$ cat config.mk
export PLATFORM = sky130hd
export DESIGN_NAME = serial_compare_ctrl
export DESIGN_NICKNAME = d
export VERILOG_FILES = /design/src/rtl/cmp_pkg.sv /design/src/rtl/comparator.sv /design/src/rtl/serial_compare_ctrl.sv
export SDC_FILE = /design/constraint.sdc
export NUM_CORES = 1
export LEC_CHECK = 0
export BUFFER_PORTS_ARGS = -buffer_cell sky130_fd_sc_hd__buf_2
export CAP_MARGIN = 20
export CELL_PAD_IN_SITES_DETAIL_PLACEMENT = 1
export CELL_PAD_IN_SITES_GLOBAL_PLACEMENT = 2
export CORE_MARGIN = 4
export CORE_UTILIZATION = 29
export CTS_BUF_LIST = sky130_fd_sc_hd__clkbuf_4
export DETAILED_ROUTE_END_ITERATION = 7
export PLACE_DENSITY = 0.85
export SLEW_MARGIN = 20
export SYNTH_ARGS = -nofsm -noshare
export SYNTH_HDL_FRONTEND = slang
export SYNTH_SLANG_ARGS = --single-unit
$ cat constraint.sdc
create_clock -name clk -period 2.3 [get_ports clk]
set_input_delay 0.46 -clock clk [delete_from_list [all_inputs] [get_ports clk]]
set_output_delay 0.46 -clock clk [all_outputs]
set_load 0.1 [all_outputs]
$ cat src/rtl/cmp_pkg.sv
// Shared definitions for the serial compare controller: FSM state
// encodings and the bit-counter width helper.
package cmp_pkg;

    localparam logic [1:0] IDLE = 2'd0;
    localparam logic [1:0] RUN  = 2'd1;
    localparam logic [1:0] DONE = 2'd2;

    // Bit-index counter width; a 1-bit operand still needs a 1-bit counter.
    function automatic int unsigned cnt_width(input int unsigned w);
        return (w <= 1) ? 1 : $clog2(w);
    endfunction

endpackage

$ cat src/rtl/comparator.sv
// 1-bit equality cell: z is high when x and y match.
module comparator (
    input  logic x,
    input  logic y,
    output logic z
);

    assign z = ~(x ^ y);

endmodule

$ cat src/rtl/serial_compare_ctrl.sv
// Serial magnitude comparator controller. Walks two latched operands
// MSB first through a single shared 1-bit comparator cell and stops at
// the first mismatching bit pair.
module serial_compare_ctrl
    import cmp_pkg::*;
#(
    parameter int unsigned WIDTH  = 8,
    parameter bit          SIGNED = 1'b0
) (
    input  logic             clk,
    input  logic             reset,
    input  logic             start,
    input  logic [WIDTH-1:0] a,
    input  logic [WIDTH-1:0] b,
    output logic             busy,
    output logic             done,
    output logic             eq,
    output logic             gt,
    output logic             lt
);

    localparam int unsigned   CW      = cnt_width(WIDTH);
    localparam logic [CW-1:0] IDX_MSB = CW'(WIDTH - 1);

    logic [1:0]       state_q, state_d;
    logic [CW-1:0]    idx_q, idx_d;
    logic [WIDTH-1:0] a_q, a_d;
    logic [WIDTH-1:0] b_q, b_d;
    logic             eq_q, eq_d;
    logic             gt_q, gt_d;
    logic             lt_q, lt_d;

    logic [WIDTH-1:0] a_sh, b_sh;
    logic             bit_a, bit_b;
    logic             bits_match;

    // Select the current bit pair by shifting, so the counter may be wider
    // than the operand index range (WIDTH=1 or non-power-of-two widths).
    always_comb begin
        a_sh  = a_q >> idx_q;
        b_sh  = b_q >> idx_q;
        bit_a = a_sh[0];
        bit_b = b_sh[0];
    end

    comparator u_cmp (
        .x (bit_a),
        .y (bit_b),
        .z (bits_match)
    );

    // Next-state logic: operand capture, bit walk and result decision.
    always_comb begin
        state_d = state_q;
        idx_d   = idx_q;
        a_d     = a_q;
        b_d     = b_q;
        eq_d    = eq_q;
        gt_d    = gt_q;
        lt_d    = lt_q;
        case (state_q)
            IDLE, DONE: begin
                if (start) begin
                    a_d     = a;
                    b_d     = b;
                    idx_d   = IDX_MSB;
                    state_d = RUN;
                end else begin
                    state_d = IDLE;
                end
            end
            RUN: begin
                if (!bits_match) begin
                    state_d = DONE;
                    eq_d    = 1'b0;
                    // A sign-bit mismatch means the operand with the 1 is negative.
                    if (SIGNED && (idx_q == IDX_MSB)) begin
                        gt_d = bit_b;
                        lt_d = bit_a;
                    end else begin
                        gt_d = bit_a;
                        lt_d = bit_b;
                    end
                end else if (idx_q == '0) begin
                    state_d = DONE;
                    eq_d    = 1'b1;
                    gt_d    = 1'b0;
                    lt_d    = 1'b0;
                end else begin
                    idx_d = idx_q - CW'(1);
                end
            end
            default: state_d = IDLE;
        endcase
    end

    // State and datapath registers with synchronous reset.
    always_ff @(posedge clk) begin
        if (reset) begin
            state_q <= IDLE;
            idx_q   <= IDX_MSB;
            a_q     <= '0;
            b_q     <= '0;
            eq_q    <= 1'b0;
            gt_q    <= 1'b0;
            lt_q    <= 1'b0;
        end else begin
            state_q <= state_d;
            idx_q   <= idx_d;
            a_q     <= a_d;
            b_q     <= b_d;
            eq_q    <= eq_d;
            gt_q    <= gt_d;
            lt_q    <= lt_d;
        end
    end

    assign busy = (state_q == RUN);
    assign done = (state_q == DONE);
    assign eq   = eq_q;
    assign gt   = gt_q;
    assign lt   = lt_q;

endmodule

== Word level (Yosys, flattened, before mapping) ==
Index checks and enable logic that the tools add are counted.

* Flip-flop bits (word level): 24
* Output and inout port bits: 5
* Word-level logic and storage cells: 38

* Add/sub/neg operators: 1
* Eq/ne operators: 6
* Shift operators: 2
* Muxes and demuxes: 13
* Bitwise operators: 1
* Reductions and logical operators: 8

{| class="wikitable"
|+ Operators by type and width
! cell !! count
|-
| $shr A8 B3 Y1 || 2
|-
| $mux W3 || 3
|-
| $mux W1 || 6
|-
| $ne A2 B2 Y1 const B || 3
|-
| $pmux W3 S2 || 1
|-
| $mux W2 || 2
|-
| $pmux W2 S2 || 1
|-
| $reduce_and A2 Y1 || 2
|-
| $reduce_and A4 Y1 || 1
|-
| $reduce_bool A2 Y1 || 2
|-
| $logic_not A3 Y1 || 1
|-
| $ne A3 B1 Y1 const B || 1
|-
| $sub A3 B1 Y3 const B || 1
|-
| $eq A2 B1 Y1 const B || 1
|-
| $eq A2 B2 Y1 const B || 1
|-
| $logic_not A2 Y1 || 1
|-
| $reduce_or A2 Y1 || 1
|-
| $xor A1 B1 Y1 || 1
|}

== Longest topological paths before layout ==
* Word-level depth: 4
* Mapped depth: 8

== Hierarchy ==
Synthesis repeated with hierarchy kept, for this count alone.

* Cell total of the unflattened synthesis: 117
* Area, all modules: 1047.3 um^2

{| class="wikitable"
|+ Modules (own cells, without submodules)
! module !! times used !! cells an instance !! area each (um^2) !! seq. area each (um^2)
|-
| serial_compare_ctrl || 1 || 116 || 1038.5 || 480.5
|-
| comparator || 1 || 1 || 8.8 || 0.0
|}

== Worst setup path before layout ==
No wires, ideal clock.

* Path type: register to register
* Start point: register idx_q[0]
* End point: register idx_q[2]
* Data arrival time: 2.008 ns
* Path slack: 0.131 ns
* Cell stages (with the launch flop): 9
* Buffers on the path: 1
* Period minus slack after synthesis: 2.169 ns
* Cells stage by stage: dfxtp_1 buf_6 mux4_2 mux2i_1 inv_1 ha_1 nor2b_1 a2111oi_0 a31oi_1

* Word-level cells in the longest chain between the ends: 4
* Elaborated cells on any way between the ends: 11

{| class="wikitable"
|+ Ends and longest elaborated chain
! element !! line !! source
|-
| start: declaration || serial_compare_ctrl.sv:26 || <nowiki>logic [CW-1:0] idx_q, idx_d;</nowiki>
|-
| start signal: assignment || serial_compare_ctrl.sv:109 || <nowiki>idx_q <= idx_d;</nowiki>
|-
| $sub A3 B1 Y3, or another cell as far along || serial_compare_ctrl.sv:90 || <nowiki>idx_d = idx_q - CW'(1);</nowiki>
|-
| $mux W3 or $xor A1 B1 Y1 (tied branches) || serial_compare_ctrl.sv:84, comparator.sv:8 ||
|-
| $mux W3 or $ne A2 B2 Y1 (tied branches) || - ||
|-
| $pmux W3 S2 or $reduce_and A4 Y1 (tied branches) || - ||
|}

Parallel ways exist; a longest one is shown, timed or not. The select of a mux whose other input is x is not followed.
A chain may end at the register's enable or synchronous reset.

== Worst setup path in the final report ==
Same ends and word-level chain as after synthesis.

==> flow_summary.json <==
{
  "status": "finished, final reports clean",
  "relSlewSlack": 0.593,
  "tightest_slew_ps": 611,
  "hold_ws_ps": 363,
  "pre_cts_slack_ps": -49.3,
  "yosys_warnings": 0,
  "r2r-start": "idx_q[0]",
  "wl_per_cell_um": 12.8,
  "layout_common_cells": "nand2_1, dfxtp_1, buf_2",
  "drc_errors": 0,
  "synthCells": 122,
  "critPathLaunchType": "flip-flop",
  "viasPerCell": 4.62,
  "timing.fmax_mhz": 459,
  "netlist_area_um2": 1080,
  "hold_path.class": "in2reg",
  "final_net_count": 169,
  "final-seq-area_um2": 484,
  "num_vias": 878,
  "drt-pass1-iter-count": 4,
  "worstSkewPairLatency_ps": 320,
  "hold_path_startpoint": "b[5]",
  "cts.path.max_buffers": 2,
  "cts_max_level": 1,
  "r2r_slack_ps": 120,
  "cts_tree": "yes",
  "arrival_ps": 2390,
  "area_growth_pct": 17.0,
  "start_util": 0.311,
  "place.port_buffers": 23,
  "dieArea_um2": 4760,
  "leakage_nw": 0.587,
  "skew_ps": 3.70,
  "worst-path-max-fanout": 6,
  "ant_nets": 0,
  "end_kind": "flip-flop",
  "r2r_cells": 7,
  "rows": 21,
  "place_area_um2": 1240,
  "fillers": 441,
  "hold_buffers": 0,
  "drt-total-wl_um": 2440,
  "cts_root_buf": "clkbuf_4",
  "synth_area_leaders": "dfxtp_1, nand2_1, a21oi_1",
  "clock_sinks": 24,
  "initialDrtViolationCount": 16,
  "finalWeightedCongestion": 0.730,
  "hpwl_um": 1880,
  "power_density_nw_per_um2": 644,
  "worstSetupPathType": "reg2reg",
  "worstHoldPathCells": 3,
  "maxCapViolCount": 0,
  "setup_ws_ps": 122,
  "io_pins": 24,
  "syn_area_per_cell_um2": 8.85,
  "syn_nets": 145,
  "slew_violations": 0,
  "grt_usage": 0.104,
  "synth_top_area_cell": "dfxtp_1",
  "grt_start_max_net_pins": 24,
  "overflow": 0,
  "n_antenna_cell": 0,
  "grt_pass1_vias": 925,
  "peakVddDrop_mv": 0.195,
  "ys_seq_area_frac": 0.445,
  "setup_violations": 0,
  "hold_viol_final": 0,
  "die_y_um": 69.0,
  "layout-drive-gt1-share": 0.243,
  "multi_input_area_um2": 539,
  "final_common_cell": "nand2_1",
  "synth_seq_cells": 24,
  "fin_area_um2": 1260,
  "die_w_um": 69.0,
  "grt_pass1_wl_um": 4040,
  "yosysUniqueCellTypes": 22,
  "finalCriticalPeriod_ps": 2180,
  "synth_top_area_share": 0.445,
  "reg2reg_to": "idx_q[2]",
  "period_share": 0.947,
  "clk_pin_slew_worst_paths_ps": 130,
  "core_area_um2": 3470,
  "hold_end": "b_q[5]",
  "required_ps": 2510,
  "antenna_found_initial": 0,
  "cts_inserted_buffers": 3,
  "rsz0062_at_grt": "no"
}
[how the worst max path moves through the flow]
stage | start | to | slack (ps) | depth (start not counted)
floorplan | idx_q[0] | idx_q[2] | 130 | 8
global placement | idx_q[0] | idx_q[2] | 90 | 7
detailed placement | idx_q[0] | idx_q[2] | -50 | 7
CTS | idx_q[0] | idx_q[2] | 40 | 7
global route | idx_q[1] | idx_q[2] | 20 | 6
finish | idx_q[0] | idx_q[2] | 120 | 7
[power by group]
part | leakage [nW] | internal (mW) | switching, mW
logic | 0.376 | 0.0634 | 0.102
clock network | 0.0138 | 0.0614 | 0.128
registers | 0.197 | 0.442 | 0.0174
[critical path: stages, from the launching register on]
cell and delay, ps:
dfxtp_4 410, mux4_2 490, mux2i_1 190, inv_1 70, ha_1 290, nor2b_1 140
a2111oi_1 390, a31oi_1 80
[final cells by class]
type	instances	area share
repair buffers	26	0.109
well taps	46	0.0455
inverters	6	0.0178
flip-flops and latches	24	0.383
clock buffers	3	0.0178
multi-input cells	85	0.427
[state kept, by name, indices dropped and copies added, names as in the netlist]
register and count:
eq 1, b_q 8, state_q 2, lt 1
a_q 8, gt 1, idx_q 3
[synth_stat cells]
| master | instances |
|---|---|
| a21oi_1 | 17 |
| clkbuf_1 | 2 |
| nand3_1 | 2 |
| dfxtp_1 | 24 |
| mux4_2 | 3 |
| nor2b_1 | 4 |
| mux4_1 | 1 |
| o221a_2 | 1 |
| nor2_1 | 1 |
| nand2_1 | 36 |
| nor3_1 | 2 |
| buf_6 | 1 |
| o21ai_0 | 1 |
| a2111oi_0 | 1 |
| mux2i_1 | 6 |
| ha_1 | 4 |
| a31oi_1 | 1 |
| buf_2 | 4 |
| inv_1 | 6 |
| and2_1 | 1 |
| nand2b_1 | 3 |
| a21oi_2 | 1 |
[cells by family after synthesis]
logic type / share of synthesized area
AO/OA/AOI/OAI: 0.116
adder cells (fa/ha/maj): 0.0464
flip-flops: 0.445
AND/OR/NAND/NOR: 0.194
buffers and inverters: 0.0568
multiplexers: 0.143
[per-layer routing]
metal,up-vias,GRT usage,part of all wire
li1,451,-,-
met1,403,0.124,0.47
met2,20,0.172,0.46
met3,4,0.0305,0.053
met4,0,0.0456,0.016
met5,-,0,0
[per-stage QoR]
stage	utilization	std cells	total power [mW]	setup TNS, ps
CTS	0.363	190	0.823	0
finish	0.364	190	0.814	0
floorplan	-	122	0.590	0
global placement	0.356	187	0.628	0
detailed placement	0.356	187	0.635	-49.3
global route	0.364	190	0.858	0
[repair_timing]
action                     CTS  global route
setup endpoints to repair    1             1
setup buffers                0             0
cloned                       0             0
resized for setup            1             2
No activity file was read; power rests on OpenSTA's default activity.
